## config.mk

```make
export PLATFORM = sky130hd
export DESIGN_NAME = sync_fifo_ctrl
export DESIGN_NICKNAME = d
export VERILOG_FILES = /design/src/rtl/fifo_pkg.sv /design/src/rtl/fifo_mem_bank.sv /design/src/rtl/sync_fifo_ctrl.sv
export SDC_FILE = /design/constraint.sdc
export NUM_CORES = 1
export LEC_CHECK = 0
export CORE_AREA = 3 3 108 110
export DETAILED_ROUTE_END_ITERATION = 8
export DIE_AREA = 0 0 111 113
export SYNTH_ARGS = -nofsm -noshare
export SYNTH_HDL_FRONTEND = slang
export SYNTH_SLANG_ARGS = --single-unit
```

## constraint.sdc

```tcl
create_clock -name W_CLK -period 2.2 [get_ports W_CLK]
set_clock_uncertainty 0.05 [all_clocks]
set_input_delay 0.33 -clock W_CLK [delete_from_list [all_inputs] [get_ports W_CLK]]
set_output_delay 0.33 -clock W_CLK [all_outputs]
set_load 0.02 [all_outputs]
```

## src/rtl/fifo_pkg.sv

```systemverilog
// Shared helpers for the single-clock FIFO: pointer sizing, log2 and flag-threshold checks.
package fifo_pkg;

  localparam int unsigned PtrExtraBits = 1;

  function automatic int unsigned clog2(input int unsigned value);
    int unsigned result;
    result = 0;
    for (int i = 0; i < 32; i++) begin
      if (((value - 1) >> i) != 0) result = i + 1;
    end
    return result;
  endfunction

  // Extra MSB separates a full FIFO from an empty one when the low bits match.
  function automatic int unsigned ptr_width(input int unsigned addr_width);
    return addr_width + PtrExtraBits;
  endfunction

  function automatic logic at_or_above(input int unsigned count, input int unsigned thresh);
    return logic'(count >= thresh);
  endfunction

  function automatic logic at_or_below(input int unsigned count, input int unsigned thresh);
    return logic'(count <= thresh);
  endfunction

endpackage

```

## src/rtl/fifo_mem_bank.sv

```systemverilog
// FIFO storage: one synchronous write port, one asynchronous read port, asynchronous clear.
module fifo_mem_bank
  import fifo_pkg::*;
#(
  parameter int unsigned DataWidth = 8,
  parameter int unsigned Depth     = 8,
  localparam int unsigned AddrWidth = (Depth > 1) ? clog2(Depth) : 1
) (
  input  logic                 clk_i,
  input  logic                 rst_i,
  input  logic                 we_i,
  input  logic [AddrWidth-1:0] waddr_i,
  input  logic [DataWidth-1:0] wdata_i,
  input  logic [AddrWidth-1:0] raddr_i,
  output logic [DataWidth-1:0] rdata_o
);

  logic [DataWidth-1:0] mem_q [Depth];
  logic [DataWidth-1:0] mem_d [Depth];

  always_comb begin
    mem_d = mem_q;
    if (we_i) mem_d[waddr_i] = wdata_i;
  end

  always_ff @(posedge clk_i or posedge rst_i) begin
    if (rst_i) begin
      for (int i = 0; i < Depth; i++) mem_q[i] <= '0;
    end else begin
      mem_q <= mem_d;
    end
  end

  assign rdata_o = mem_q[raddr_i];

endmodule

```

## src/rtl/sync_fifo_ctrl.sv

```systemverilog
// Single-clock FIFO with occupancy count, almost-full/empty flags and synchronous flush.
// Optional sticky OVERFLOW/UNDERFLOW with ERR_CLR when SYNC_FIFO_ERR_EN is defined.
module sync_fifo_ctrl
  import fifo_pkg::*;
#(
  parameter int unsigned DATA_WIDTH = 8,
  parameter int unsigned ADDR_WIDTH = 3,
  parameter int unsigned AF_THRESH  = 6,
  parameter int unsigned AE_THRESH  = 2
) (
  input  logic                  W_CLK,
  input  logic                  W_RST,
  input  logic                  FLUSH,
  input  logic                  W_INC,
  input  logic [DATA_WIDTH-1:0] WR_DATA,
  input  logic                  R_INC,
  output logic [DATA_WIDTH-1:0] RD_DATA,
  output logic                  FULL,
  output logic                  EMPTY,
  output logic                  ALMOST_FULL,
  output logic                  ALMOST_EMPTY,
  output logic [ADDR_WIDTH:0]   COUNT
`ifdef SYNC_FIFO_ERR_EN
  ,
  input  logic                  ERR_CLR,
  output logic                  OVERFLOW,
  output logic                  UNDERFLOW
`endif
);

  localparam int unsigned PtrW      = ptr_width(ADDR_WIDTH);
  localparam int unsigned FifoDepth = 2 ** ADDR_WIDTH;

  typedef logic [PtrW-1:0] ptr_t;

  localparam ptr_t DepthP = ptr_t'(FifoDepth);

  ptr_t wptr_q, wptr_d;
  ptr_t rptr_q, rptr_d;
  ptr_t count_q, count_d;
  logic full_q, full_d;
  logic empty_q, empty_d;
  logic afull_q, afull_d;
  logic aempty_q, aempty_d;
  logic wr_en, rd_en;

  // Acceptance looks only at registered flags; flush suppresses both requests.
  assign wr_en = W_INC && !full_q && !FLUSH;
  assign rd_en = R_INC && !empty_q && !FLUSH;

  always_comb begin
    wptr_d  = wptr_q;
    rptr_d  = rptr_q;
    count_d = count_q;
    if (FLUSH) begin
      wptr_d  = '0;
      rptr_d  = '0;
      count_d = '0;
    end else begin
      if (wr_en) wptr_d = wptr_q + ptr_t'(1);
      if (rd_en) rptr_d = rptr_q + ptr_t'(1);
      unique case ({wr_en, rd_en})
        2'b10:   count_d = count_q + ptr_t'(1);
        2'b01:   count_d = count_q - ptr_t'(1);
        default: count_d = count_q;
      endcase
    end
  end

  // Flags are registered from the next-state count so they move with the pointers.
  always_comb begin
    full_d   = (count_d == DepthP);
    empty_d  = (count_d == '0);
    afull_d  = at_or_above(int'(count_d), AF_THRESH);
    aempty_d = at_or_below(int'(count_d), AE_THRESH);
  end

  always_ff @(posedge W_CLK or posedge W_RST) begin
    if (W_RST) begin
      wptr_q   <= '0;
      rptr_q   <= '0;
      count_q  <= '0;
      full_q   <= 1'b0;
      empty_q  <= 1'b1;
      afull_q  <= at_or_above(0, AF_THRESH);
      aempty_q <= 1'b1;
    end else begin
      wptr_q   <= wptr_d;
      rptr_q   <= rptr_d;
      count_q  <= count_d;
      full_q   <= full_d;
      empty_q  <= empty_d;
      afull_q  <= afull_d;
      aempty_q <= aempty_d;
    end
  end

  fifo_mem_bank #(
    .DataWidth(DATA_WIDTH),
    .Depth    (FifoDepth)
  ) u_mem (
    .clk_i  (W_CLK),
    .rst_i  (W_RST),
    .we_i   (wr_en),
    .waddr_i(wptr_q[ADDR_WIDTH-1:0]),
    .wdata_i(WR_DATA),
    .raddr_i(rptr_q[ADDR_WIDTH-1:0]),
    .rdata_o(RD_DATA)
  );

  assign FULL         = full_q;
  assign EMPTY        = empty_q;
  assign ALMOST_FULL  = afull_q;
  assign ALMOST_EMPTY = aempty_q;
  assign COUNT        = count_q;

`ifdef SYNC_FIFO_ERR_EN
  logic overflow_q, overflow_d;
  logic underflow_q, underflow_d;

  // Clear beats a coincident set.
  always_comb begin
    overflow_d  = overflow_q | (W_INC & full_q);
    underflow_d = underflow_q | (R_INC & empty_q);
    if (FLUSH || ERR_CLR) begin
      overflow_d  = 1'b0;
      underflow_d = 1'b0;
    end
  end

  always_ff @(posedge W_CLK or posedge W_RST) begin
    if (W_RST) begin
      overflow_q  <= 1'b0;
      underflow_q <= 1'b0;
    end else begin
      overflow_q  <= overflow_d;
      underflow_q <= underflow_d;
    end
  end

  assign OVERFLOW  = overflow_q;
  assign UNDERFLOW = underflow_q;
`endif

endmodule

```

==> run_results.csv <==
group,metric,value,unit
sta,setup_slack,-0.1009,ns
synth,synth_commonest_cells,"dfrtp_1, mux2_2, mux4_2, nor2_1",
sta,setup_repair_after_global_routing_missed_its_margin,"true",
synth,synthesized_instance_count,254,
synth,post_synth_instance_area,3735,um^2
synth,synth_largest_type_area_fraction,0.5092,
pwr,p_switching,1.016,mW
sta,setup_tns,-0.6848,ns
clocking,ctsHtreeMaxLevel,3,
placement,pre_cts_slack,-0.4235,ns
global_route,groute.usage.overall,0.1339,
clocking,clk-insertion-delay-late,0.35,ns
layout,share_of_post_route_cells_with_drive_strength_above_1,0.5610,
placement,detailedPlacementHpwl,5063,um
synth,yosys.cell_count.top_type,"dfrtp_1",
pwr,static-leakage-power,2.235,nW
drt,wirelength_routed,7844,um
synth,yosys_register_bits,78,
clocking,max-clock-path-buffers,2,
placement,io_buffer_count,28,
global_route,first_global_vias,2423,
drt,antenna_left,0,
sta,slew_viol_final,0,
global_route,antenna_violations_before_repair,0,
worst_setup_path,crit_fanout,5,
die,floorplan_core_area,10790,um^2
worst_setup_path,crit_path_max_incr_delay,0.50,ns
pwr,switching_share,0.2428,
die,initial_core_util,0.3460,
sta,final.period_utilization,1.046,
worst_setup_path,worst_setup_path_start_kind,"register",
drt,detailed_route_wire_length_per_cell,16.76,um
sta,achievable-frequency,434.6,MHz
layout,area_delta_synth_final,31.79,%
synth,synthTopCellsByArea,"dfrtp_1, mux2_2, mux4_2",
worst_setup_path,worst_ep_required_time,1.82,ns
synth,number_of_enable_type_register_cells_in_the_synthesized_netlist,0,
min_path,hold_path.class,"in -> async",
clocking,cts_inserted_buffers,9,
worst_setup_path,cp_top_family,"multiplexers",
pwr,report.power.total,4.186,mW
sta,max_slew_margin,0.7061,
worst_setup_path,timing.critical_path.buf_inv,3,
placement,place_congestion,0.7556,
synth,synth_area_per_cell,14.70,um^2
layout,finalNetCount,341,
global_route,grt_start_max_net_pins,79,
synth,synth-async-reset-ratio,1.000,
synth,synth.largest_area_cell,"dfrtp_1",
die,rows,38,
pwr,power.combinational.fraction,0.232,
synth,synth.yosys.seq_area_share,0.5233,
drt,vias,2270,
run_status,outcome,"finished, violations left",
die,top_level_ports,29,
drt,detail_route.first_pass.iterations,4,
drt,routed_via_density,4.850,
run_status,violations,"negative setup slack",
die,die_width,111,um
pwr,intPower,3.169,mW
worst_setup_path,cpMaxStageDelayCell,"mux4_2",
worst_setup_path,crit_path_end_kind,"output port",
sta,tightest_slew,0.4408,ns
pwr,p_clk_frac,0.341,
clocking,clock-root-buffer,"clkbuf_8",
sta,final-setup-viol-count,8,
clocking,cts_hold_repair.buffers,0,
die,height_of_the_chip,113,um
layout,antenna_cells,0,
global_route,grt_first_pass_wirelength,13000,um
pwr,share_seq_of_total_power,0.427,
run,max-cap-violations,0,
pwr,vdd.ir_drop.worst,0.0003566,V
drt,route.detailed.drc,0,
synth,synthesis.yosys.warnings,0,
sta,fin_hold_ws,0.3842,ns
layout,regArea,1956,um^2
synth,synth.net_count,272,
layout,multiInputGateArea,1807,um^2
worst_setup_path,cp.depth,5,
drt,drt_first_iter_violations,100,
synth,postSynth.topFlopCell,"dfrtp_1",
pwr,pwr_density_cell,850.3,nW/um^2
die,floorplan.die_area,12540,um^2
global_route,grt-ovfl-total,0,
clocking,cts.sinks,78,
clocking,clock_slew_at_reported_path_ffs,0.08,ns
sta,fin_crit,2.301,ns
layout,fillCellCount,962,
worst_setup_path,critical_setup_path_class,"reg -> out",
worst_setup_path,reg2reg_depth,10,
clocking,tritoncts_clock_tree,"built",
worst_setup_path,critical_path_data_arrival_time,1.92,ns
synth,synth.lib_cells_used.distinct,39,
worst_setup_path,critical-path-top-cell-by-count,"buf_12",
sta,final_hold_viol_count,0,
worst_setup_path,cp_cell_sequence,"buf_12 -> buf_12 -> mux4_2 -> mux2_4 -> buf_6",
cell usage in the layout, fill, tap and decap left out, types with 2 or more instances in the layout:
cell type / Yosys / final
a21o_1: 2 / 2
nor2_4: 0 / 2
nor2b_1: 3 / 3
buf_6: 3 / 10
buf_12: 0 / 3
mux4_2: 16 / 16
ha_1: 5 / 3
bufinv_16: 0 / 4
nor2_1: 16 / 13
dfstp_2: 2 / 2
clkbuf_8: 0 / 10
mux2_4: 8 / 15
nor2_2: 2 / 3
dfrtp_1: 76 / 75
buf_4: 0 / 36
a31o_2: 2 / 2
a21oi_1: 3 / 2
nor3_2: 2 / 2
mux2_2: 64 / 57
clkinvlp_4: 0 / 2
buf_8: 0 / 2
nand3b_1: 2 / 2
clkdlybuf4s50_1: 0 / 19
or4b_4: 1 / 2
nand2_1: 8 / 8
xor2_1: 4 / 4
inv_1: 3 / 2
xnor2_1: 3 / 2
cells by family after synthesis:
group	share of synthesized area
multiplexers	0.3270
flip-flops	0.5233
AND/OR/NAND/NOR	0.06499
buffers and inverters	0.02412
AO/OA/AOI/OAI	0.02747
XOR/XNOR	0.01642
adder cells (fa/ha/maj)	0.01675
final timing paths:
check	startpoint	end	slack (ns)
worst min register to register	u_mem.mem_q[45]	u_mem.mem_q[45]	0.45
worst min-delay path	W_RST	u_mem.mem_q[27]	0.38
max in group asynchronous	W_RST	u_mem.mem_q[37]	1.35
worst max register to register	EMPTY	EMPTY	0.03
worst max-delay path	rptr_q[0]	RD_DATA[0]	-0.10
min in group W_CLK	u_mem.mem_q[45]	u_mem.mem_q[45]	0.45
metal layers:
metal | part of all wire | vias to the layer above | GRT usage | routed length, um
li1 | - | 1065 | - | -
met1 | 0.50 | 1162 | 0.1827 | 3884
met2 | 0.46 | 34 | 0.2104 | 3583
met3 | 0.035 | 9 | 0.03422 | 276
met4 | 0.013 | 0 | 0.04433 | 99
met5 | 0 | - | 0 | 0
sequential cells by signal, summed over array words and instances (netlist names):
signal        flops
wptr_q            3
ALMOST_EMPTY      1
FULL              1
rptr_q            3
ALMOST_FULL       1
u_mem.mem_q      64
EMPTY             1
COUNT             4
worst min-delay path: cells and delay by family:
family | cells | cell delay, ns
buf+inv | 3 | 0.87
power groups by stage:
stage / Sequential (mW) / Clock, mW / Combinational (mW)
after floorplan: 1.78 / 0 / 0.604
after global routing: 1.82 / 1.53 / 1.05
after global placement: 1.81 / 0 / 0.871
after CTS: 1.79 / 1.47 / 0.953
final: 1.79 / 1.43 / 0.971
after detailed placement: 1.81 / 0 / 0.881
through the flow:
stage / cells / instance area [um^2] / utilization
final: 468 / 4922 / 0.4561
after detailed placement: 444 / 4436 / 0.4110
after CTS: 468 / 4862 / 0.4505
after global routing: 468 / 4922 / 0.4561
after global placement: 444 / 4436 / 0.4110
after floorplan: 254 / 3775 / -
layout make-up:
cell class	instances	share of cell area
tap	140	0.03559
inverter	3	0.003050
timing repair buffer	72	0.1421
sequential	78	0.3973
clock inverter	6	0.02694
multi-input combinational	159	0.3671
clock buffer	10	0.02796
timing repair:
item,in CTS,in global routing
hold endpoints to repair,0,0
buffers inserted,7,0
setup endpoints to repair,9,22
resized for setup,60,16
gates cloned,1,0
pin swaps,4,1
Note: power is estimated with default switching activity, not from simulation.
